$ cat src/rtl/edge_pkg.sv
// Shared types and constants for the edge-detector pipeline stages.
package edge_pkg;

    localparam int unsigned IN_COLS  = 14;
    localparam int unsigned OUT_COLS = 12;
    localparam int unsigned PIX_W    = 8;
    localparam int unsigned COL_W    = 4;

    typedef logic [PIX_W-1:0] pix_t;
    typedef pix_t [IN_COLS-1:0] row_t;
    typedef logic [COL_W-1:0] col_t;

    typedef enum logic [1:0] {
        DIR_0   = 2'd0,
        DIR_45  = 2'd1,
        DIR_90  = 2'd2,
        DIR_135 = 2'd3
    } dir_t;

    typedef dir_t [IN_COLS-1:0] dir_row_t;

    typedef enum logic [1:0] {
        NMS_IDLE,
        NMS_LOAD,
        NMS_PROCESS,
        NMS_DONE
    } nms_state_t;

    localparam col_t LAST_COL = col_t'(OUT_COLS - 1);

endpackage

$ cat src/rtl/nms_cell.sv
// Combinational NMS for one output column: picks the two neighbours along the
// gradient direction and keeps the centre only if it is a local maximum.
// Optional threshold gating with `define NMS_THRESHOLD_EN.
module nms_cell
    import edge_pkg::*;
(
    input  pix_t top_l,
    input  pix_t top_c,
    input  pix_t top_r,
    input  pix_t mid_l,
    input  pix_t mid_c,
    input  pix_t mid_r,
    input  pix_t bot_l,
    input  pix_t bot_c,
    input  pix_t bot_r,
    input  dir_t dir,
`ifdef NMS_THRESHOLD_EN
    input  pix_t thresh,
`endif
    output pix_t pix_out
);

    pix_t n_a;
    pix_t n_b;
    logic keep;

    // Neighbour select by direction, then unsigned local-maximum test (ties kept)
    always_comb begin
        n_a = '0;
        n_b = '0;
        case (dir)
            DIR_0:   begin n_a = mid_l; n_b = mid_r; end
            DIR_45:  begin n_a = top_r; n_b = bot_l; end
            DIR_90:  begin n_a = top_c; n_b = bot_c; end
            DIR_135: begin n_a = top_l; n_b = bot_r; end
            default: begin n_a = '0;    n_b = '0;    end
        endcase
        keep = (mid_c >= n_a) && (mid_c >= n_b);
`ifdef NMS_THRESHOLD_EN
        keep = keep && (mid_c >= thresh);
`endif
        pix_out = keep ? mid_c : '0;
    end

endmodule

$ cat src/rtl/nms_controller.sv
// Non-maximum suppression stage: keeps a 3-row window of gradient magnitude
// and direction, and emits one thinned output column per cycle for the
// middle row. Optional low-threshold gating with `define NMS_THRESHOLD_EN.
module nms_controller
    import edge_pkg::*;
(
    input  logic                             clk,
    input  logic                             n_rst,
    input  logic                             anchor_moving,
    input  logic [31:0]                      anchor_x,
    input  logic [31:0]                      anchor_y,
    input  logic [IN_COLS-1:0][PIX_W-1:0]    mag_in,
    input  logic [IN_COLS-1:0][1:0]          dir_in,
`ifdef NMS_THRESHOLD_EN
    input  logic [PIX_W-1:0]                 thresh_low,
`endif
    output logic [OUT_COLS-1:0][PIX_W-1:0]   nms_out,
    output logic [31:0]                      anchor_x_out,
    output logic                             nms_final,
    output logic                             busy
);

    nms_state_t state;
    col_t       col;
    row_t       top_mag, mid_mag, bot_mag;
    dir_row_t   top_dir, mid_dir, bot_dir;
    logic [31:0] anchor_x_q;
`ifdef NMS_THRESHOLD_EN
    pix_t       thresh_q;
`endif

    col_t c1, c2;
    pix_t tl, tc, tr, ml, mc, mr, bl, bc, br;
    dir_t dsel;
    pix_t cell_pix;

    // 3x3 window extraction around mid[col+1]
    always_comb begin
        c1   = col + col_t'(1);
        c2   = col + col_t'(2);
        tl   = top_mag[col];
        tc   = top_mag[c1];
        tr   = top_mag[c2];
        ml   = mid_mag[col];
        mc   = mid_mag[c1];
        mr   = mid_mag[c2];
        bl   = bot_mag[col];
        bc   = bot_mag[c1];
        br   = bot_mag[c2];
        dsel = mid_dir[c1];
    end

    nms_cell u_cell (
        .top_l   (tl),
        .top_c   (tc),
        .top_r   (tr),
        .mid_l   (ml),
        .mid_c   (mc),
        .mid_r   (mr),
        .bot_l   (bl),
        .bot_c   (bc),
        .bot_r   (br),
        .dir     (dsel),
`ifdef NMS_THRESHOLD_EN
        .thresh  (thresh_q),
`endif
        .pix_out (cell_pix)
    );

    // Control FSM with row buffers and registered outputs
    always_ff @(posedge clk or negedge n_rst) begin
        if (!n_rst) begin
            state        <= NMS_IDLE;
            col          <= '0;
            top_mag      <= '0;
            mid_mag      <= '0;
            bot_mag      <= '0;
            top_dir      <= dir_row_t'(0);
            mid_dir      <= dir_row_t'(0);
            bot_dir      <= dir_row_t'(0);
            anchor_x_q   <= '0;
`ifdef NMS_THRESHOLD_EN
            thresh_q     <= '0;
`endif
            nms_out      <= '0;
            anchor_x_out <= '0;
            nms_final    <= 1'b0;
            busy         <= 1'b0;
        end else begin
            case (state)
                NMS_IDLE: begin
                    if (anchor_moving) begin
                        // Shift is committed on the accepting edge so the row
                        // need not be held; LOAD then only arms the column scan.
                        if (anchor_y == '0) begin
                            top_mag <= mag_in;
                            mid_mag <= mag_in;
                            bot_mag <= mag_in;
                            top_dir <= dir_row_t'(dir_in);
                            mid_dir <= dir_row_t'(dir_in);
                            bot_dir <= dir_row_t'(dir_in);
                        end else begin
                            top_mag <= mid_mag;
                            mid_mag <= bot_mag;
                            bot_mag <= mag_in;
                            top_dir <= mid_dir;
                            mid_dir <= bot_dir;
                            bot_dir <= dir_row_t'(dir_in);
                        end
                        anchor_x_q <= anchor_x;
                        busy       <= 1'b1;
                        state      <= NMS_LOAD;
                    end
                end
                NMS_LOAD: begin
                    col   <= '0;
`ifdef NMS_THRESHOLD_EN
                    thresh_q <= thresh_low;
`endif
                    state <= NMS_PROCESS;
                end
                NMS_PROCESS: begin
                    nms_out[col] <= cell_pix;
                    if (col == LAST_COL) begin
                        busy         <= 1'b0;
                        nms_final    <= 1'b1;
                        anchor_x_out <= anchor_x_q;
                        state        <= NMS_DONE;
                    end else begin
                        col <= col + col_t'(1);
                    end
                end
                NMS_DONE: begin
                    nms_final <= 1'b0;
                    state     <= NMS_IDLE;
                end
                default: state <= NMS_IDLE;
            endcase
        end
    end

endmodule

$ cat config.mk
export PLATFORM = sky130hd
export DESIGN_NAME = nms_controller
export DESIGN_NICKNAME = d
export VERILOG_FILES = /design/src/rtl/edge_pkg.sv /design/src/rtl/nms_cell.sv /design/src/rtl/nms_controller.sv
export SDC_FILE = /design/constraint.sdc
export NUM_CORES = 2
export LEC_CHECK = 0
export ABC_CLOCK_PERIOD_IN_PS = 6700
export BUFFER_PORTS_ARGS = -buffer_cell sky130_fd_sc_hd__clkbuf_2
export CORE_MARGIN = 3
export CORE_UTILIZATION = 30
export CTS_CLUSTER_DIAMETER = 50
export DETAILED_ROUTE_END_ITERATION = 8
export PLACE_DENSITY = 0.43
export SLEW_MARGIN = 10
export SYNTH_ARGS = -nofsm -noshare
export SYNTH_HDL_FRONTEND = slang
export SYNTH_HIERARCHICAL = 1
export SYNTH_SLANG_ARGS = --single-unit
$ cat constraint.sdc
create_clock -name clk -period 6.7 [get_ports clk]
set_clock_uncertainty 0.05 [all_clocks]
set_input_delay 0.335 -clock clk [delete_from_list [all_inputs] [get_ports clk]]
set_output_delay 0.335 -clock clk [all_outputs]
set_load 0.02 [all_outputs]
==> impl_metrics.json <==
{
  "fmax_mhz": 179,
  "vias": 26900,
  "hold_violations": 0,
  "path_clk_slew_ns": 0.06,
  "maxSlewHeadroom": 0.203,
  "grt_pass1_vias": 26800,
  "timing.final.max_slew_violations": 0,
  "clk_latency_ns": 0.67,
  "syn_inst": 3172,
  "synth_area_per_cell_um2": 10.1,
  "rows": 119,
  "syn_nets": 3405,
  "use_met1": 0.318,
  "grt_antenna_before_repair": 4,
  "io_pins": 337,
  "io_buffers": 336,
  "die_x_um": 332,
  "grt_pass1_wl_um": 185000,
  "tns_ns": 0,
  "ir_worst_vdd_v": 0.000536,
  "maxCapViolCount": 0,
  "drt_pre_antenna_iters": 5,
  "p_leak_uw": 0.0176,
  "ys_warn_count": 6,
  "top_usage_layer": "met2",
  "area_delta_synth_final_pct": 24.5,
  "cts_buffers": 88,
  "final_core_util": 0.377,
  "route.detailed.wl_per_inst_um": 24.5,
  "cp-start-kind": "flop",
  "groute.layer.met2.usage": 0.341,
  "synth_edf_count": 0,
  "core-area_um2": 105000,
  "numClockSinks": 560,
  "final_cell_mix": "1012 x nand2_1, 556 x dfrtp_1, 335 x clkbuf_2, 229 x o211ai_1, 175 x mux2_2",
  "gp_congestion": 0.914,
  "final_common_cell": "nand2_1",
  "grtUsageTotal": 0.220,
  "dp_hpwl_um": 85500,
  "grt_max_degree": 184,
  "min_path_type": "input pin to flop",
  "drt_iter0_drc": 2316,
  "grt_setup_unrepaired": "no",
  "yosysSeqAreaShare": 0.439,
  "htree_num_levels": 3,
  "worstMarginPinSlew_ns": 1.19,
  "setup_viol": 0,
  "yosys_most_used_dff": "dfrtp_1",
  "cp.arrival_ns": 6.07,
  "syn_area_um2": 31900,
  "fin_nets": 3778,
  "grt_use_met3": 0.0378,
  "start_util": 0.303,
  "worstPathRequired_ns": 7.19,
  "cts_tree": "done",
  "die_area_um2": 110000,
  "endpoint_kind": "flop",
  "critPathKind": "flop to flop",
  "overflow": 0,
  "synth_cell_types": 62,
  "yosys_register_bits": 560,
  "period_share": 0.832,
  "cts-root-buf": "clkbuf_16",
  "period_minus_slack_ns": 5.57,
  "async_reset_ff_frac": 1.00,
  "route.detailed.drc": 0,
  "chipHeight_um": 332,
  "status": "completed",
  "crit_fanout": 17,
  "ant_nets": 0,
  "wirelength_um": 123000,
  "drive_above_1_share": 0.253,
  "viasPerCell": 5.38,
  "clock_path_buffers": 3,
  "p_per_area_nw_per_um2": 568
}
-- layout make-up --
class / count / area (um^2)
fill: 10600 / 65700
multi-input combinational: 2307 / 16600
sequential: 560 / 14000
timing repair buffer: 563 / 3990
clock buffer: 112 / 2440
tap: 1391 / 1740
clock inverter: 51 / 870
inverter: 25 / 93.8
antenna: 1 / 2.50
-- worst max-delay path, cell delays in order, from the launching register on --
cell and delay [ns]:
dfrtp_2 0.57, ha_1 0.47, nand3b_1 0.17, and2_1 0.21, or3_1 0.44, o21ai_2 0.63
buf_4 0.33, mux4_2 0.51, inv_1 0.09, ha_1 0.25, a211oi_2 0.24, o21ai_2 0.10
a221oi_4 0.70, nor3b_2 0.31, mux2_2 0.35
-- repair_timing --
action,in CTS,in global routing
endpoints found under the hold margin,491,0
setup endpoints to repair,0,0
hold buffers,173,0
gates resized for setup,0,0
buffers inserted,0,0
-- routing by layer --
layer  vias to the layer above  wire length, um  share of wire
li1                      12200                -              -
met1                     13700            57100           0.46
met2                       889            56100           0.46
met3                       148             7000          0.057
met4                         4             2740          0.022
met5                         -               27        0.00022
-- sequential cells by signal (all words and copies together), names as in the netlist --
register	cells
bot_dir	28
busy	1
anchor_x_out	32
anchor_x_q	32
mid_dir	28
top_mag	112
col	4
nms_out	96
mid_mag	112
state	2
bot_mag	112
nms_final	1
-- synthesized netlist by cell type, types with 23 or more instances --
master,instances,area [um^2]
ha_1,26,325
mux4_2,155,3490
a21oi_1,23,115
o211ai_1,229,1720
buf_2,68,340
a22oi_1,23,173
dfrtp_1,560,14000
inv_1,23,86.3
nor2_1,63,236
nand4_1,115,719
nand2_1,1013,3800
a31oi_1,38,238
o21ai_0,36,180
nand3_1,49,245
clkbuf_1,166,623
o21ai_1,29,145
mux2_2,175,1970
mux2i_1,167,1670
-- metrics by stage --
stage	total power [uW]	hold slack [ns]	cell area [um^2]	instances	setup slack, ns
3_5_place_dp	17300	0.406	34700	4673	1.07
3_3_place_gp	17300	0.403	34700	4673	1.14
4_1_cts	22600	0.0506	39700	5009	1.09
2_1_floorplan	13500	-0.0106	31900	3172	1.26
5_1_grt	23900	0.105	39700	5010	0.752
6_report	22600	0.102	39700	5010	1.13
-- worst paths after layout --
kind / slack [ns] / depth (start not counted) / endpoint / from
worst max-delay path: 1.13 / 14 / nms_out[82] / col[1]
worst min-delay path: 0.10 / 5 / busy / anchor_moving
worst max register to register: 1.13 / 14 / nms_out[82] / col[1]
worst min register to register: 0.41 / 2 / bot_dir[15] / bot_dir[15]
max in group asynchronous: 4.84 / 3 / mid_mag[28] / n_rst
min in group asynchronous: 0.28 / 2 / nms_out[42] / n_rst
-- where the power goes --
part           internal, uW  switching (uW)
combinational          4800            6290
sequential             4700            1710
clock                  3280            1810
-- cells by family after synthesis --
family          count (synthesis)  synth area share
flops                         560             0.439
fa+ha+maj                      26            0.0102
xor+xnor                        4           0.00216
simple gates                 1311             0.171
compound gates                462             0.104
mux                           504             0.229
buf+inv                       305            0.0451
Note: power is estimated with default switching activity, not from simulation.
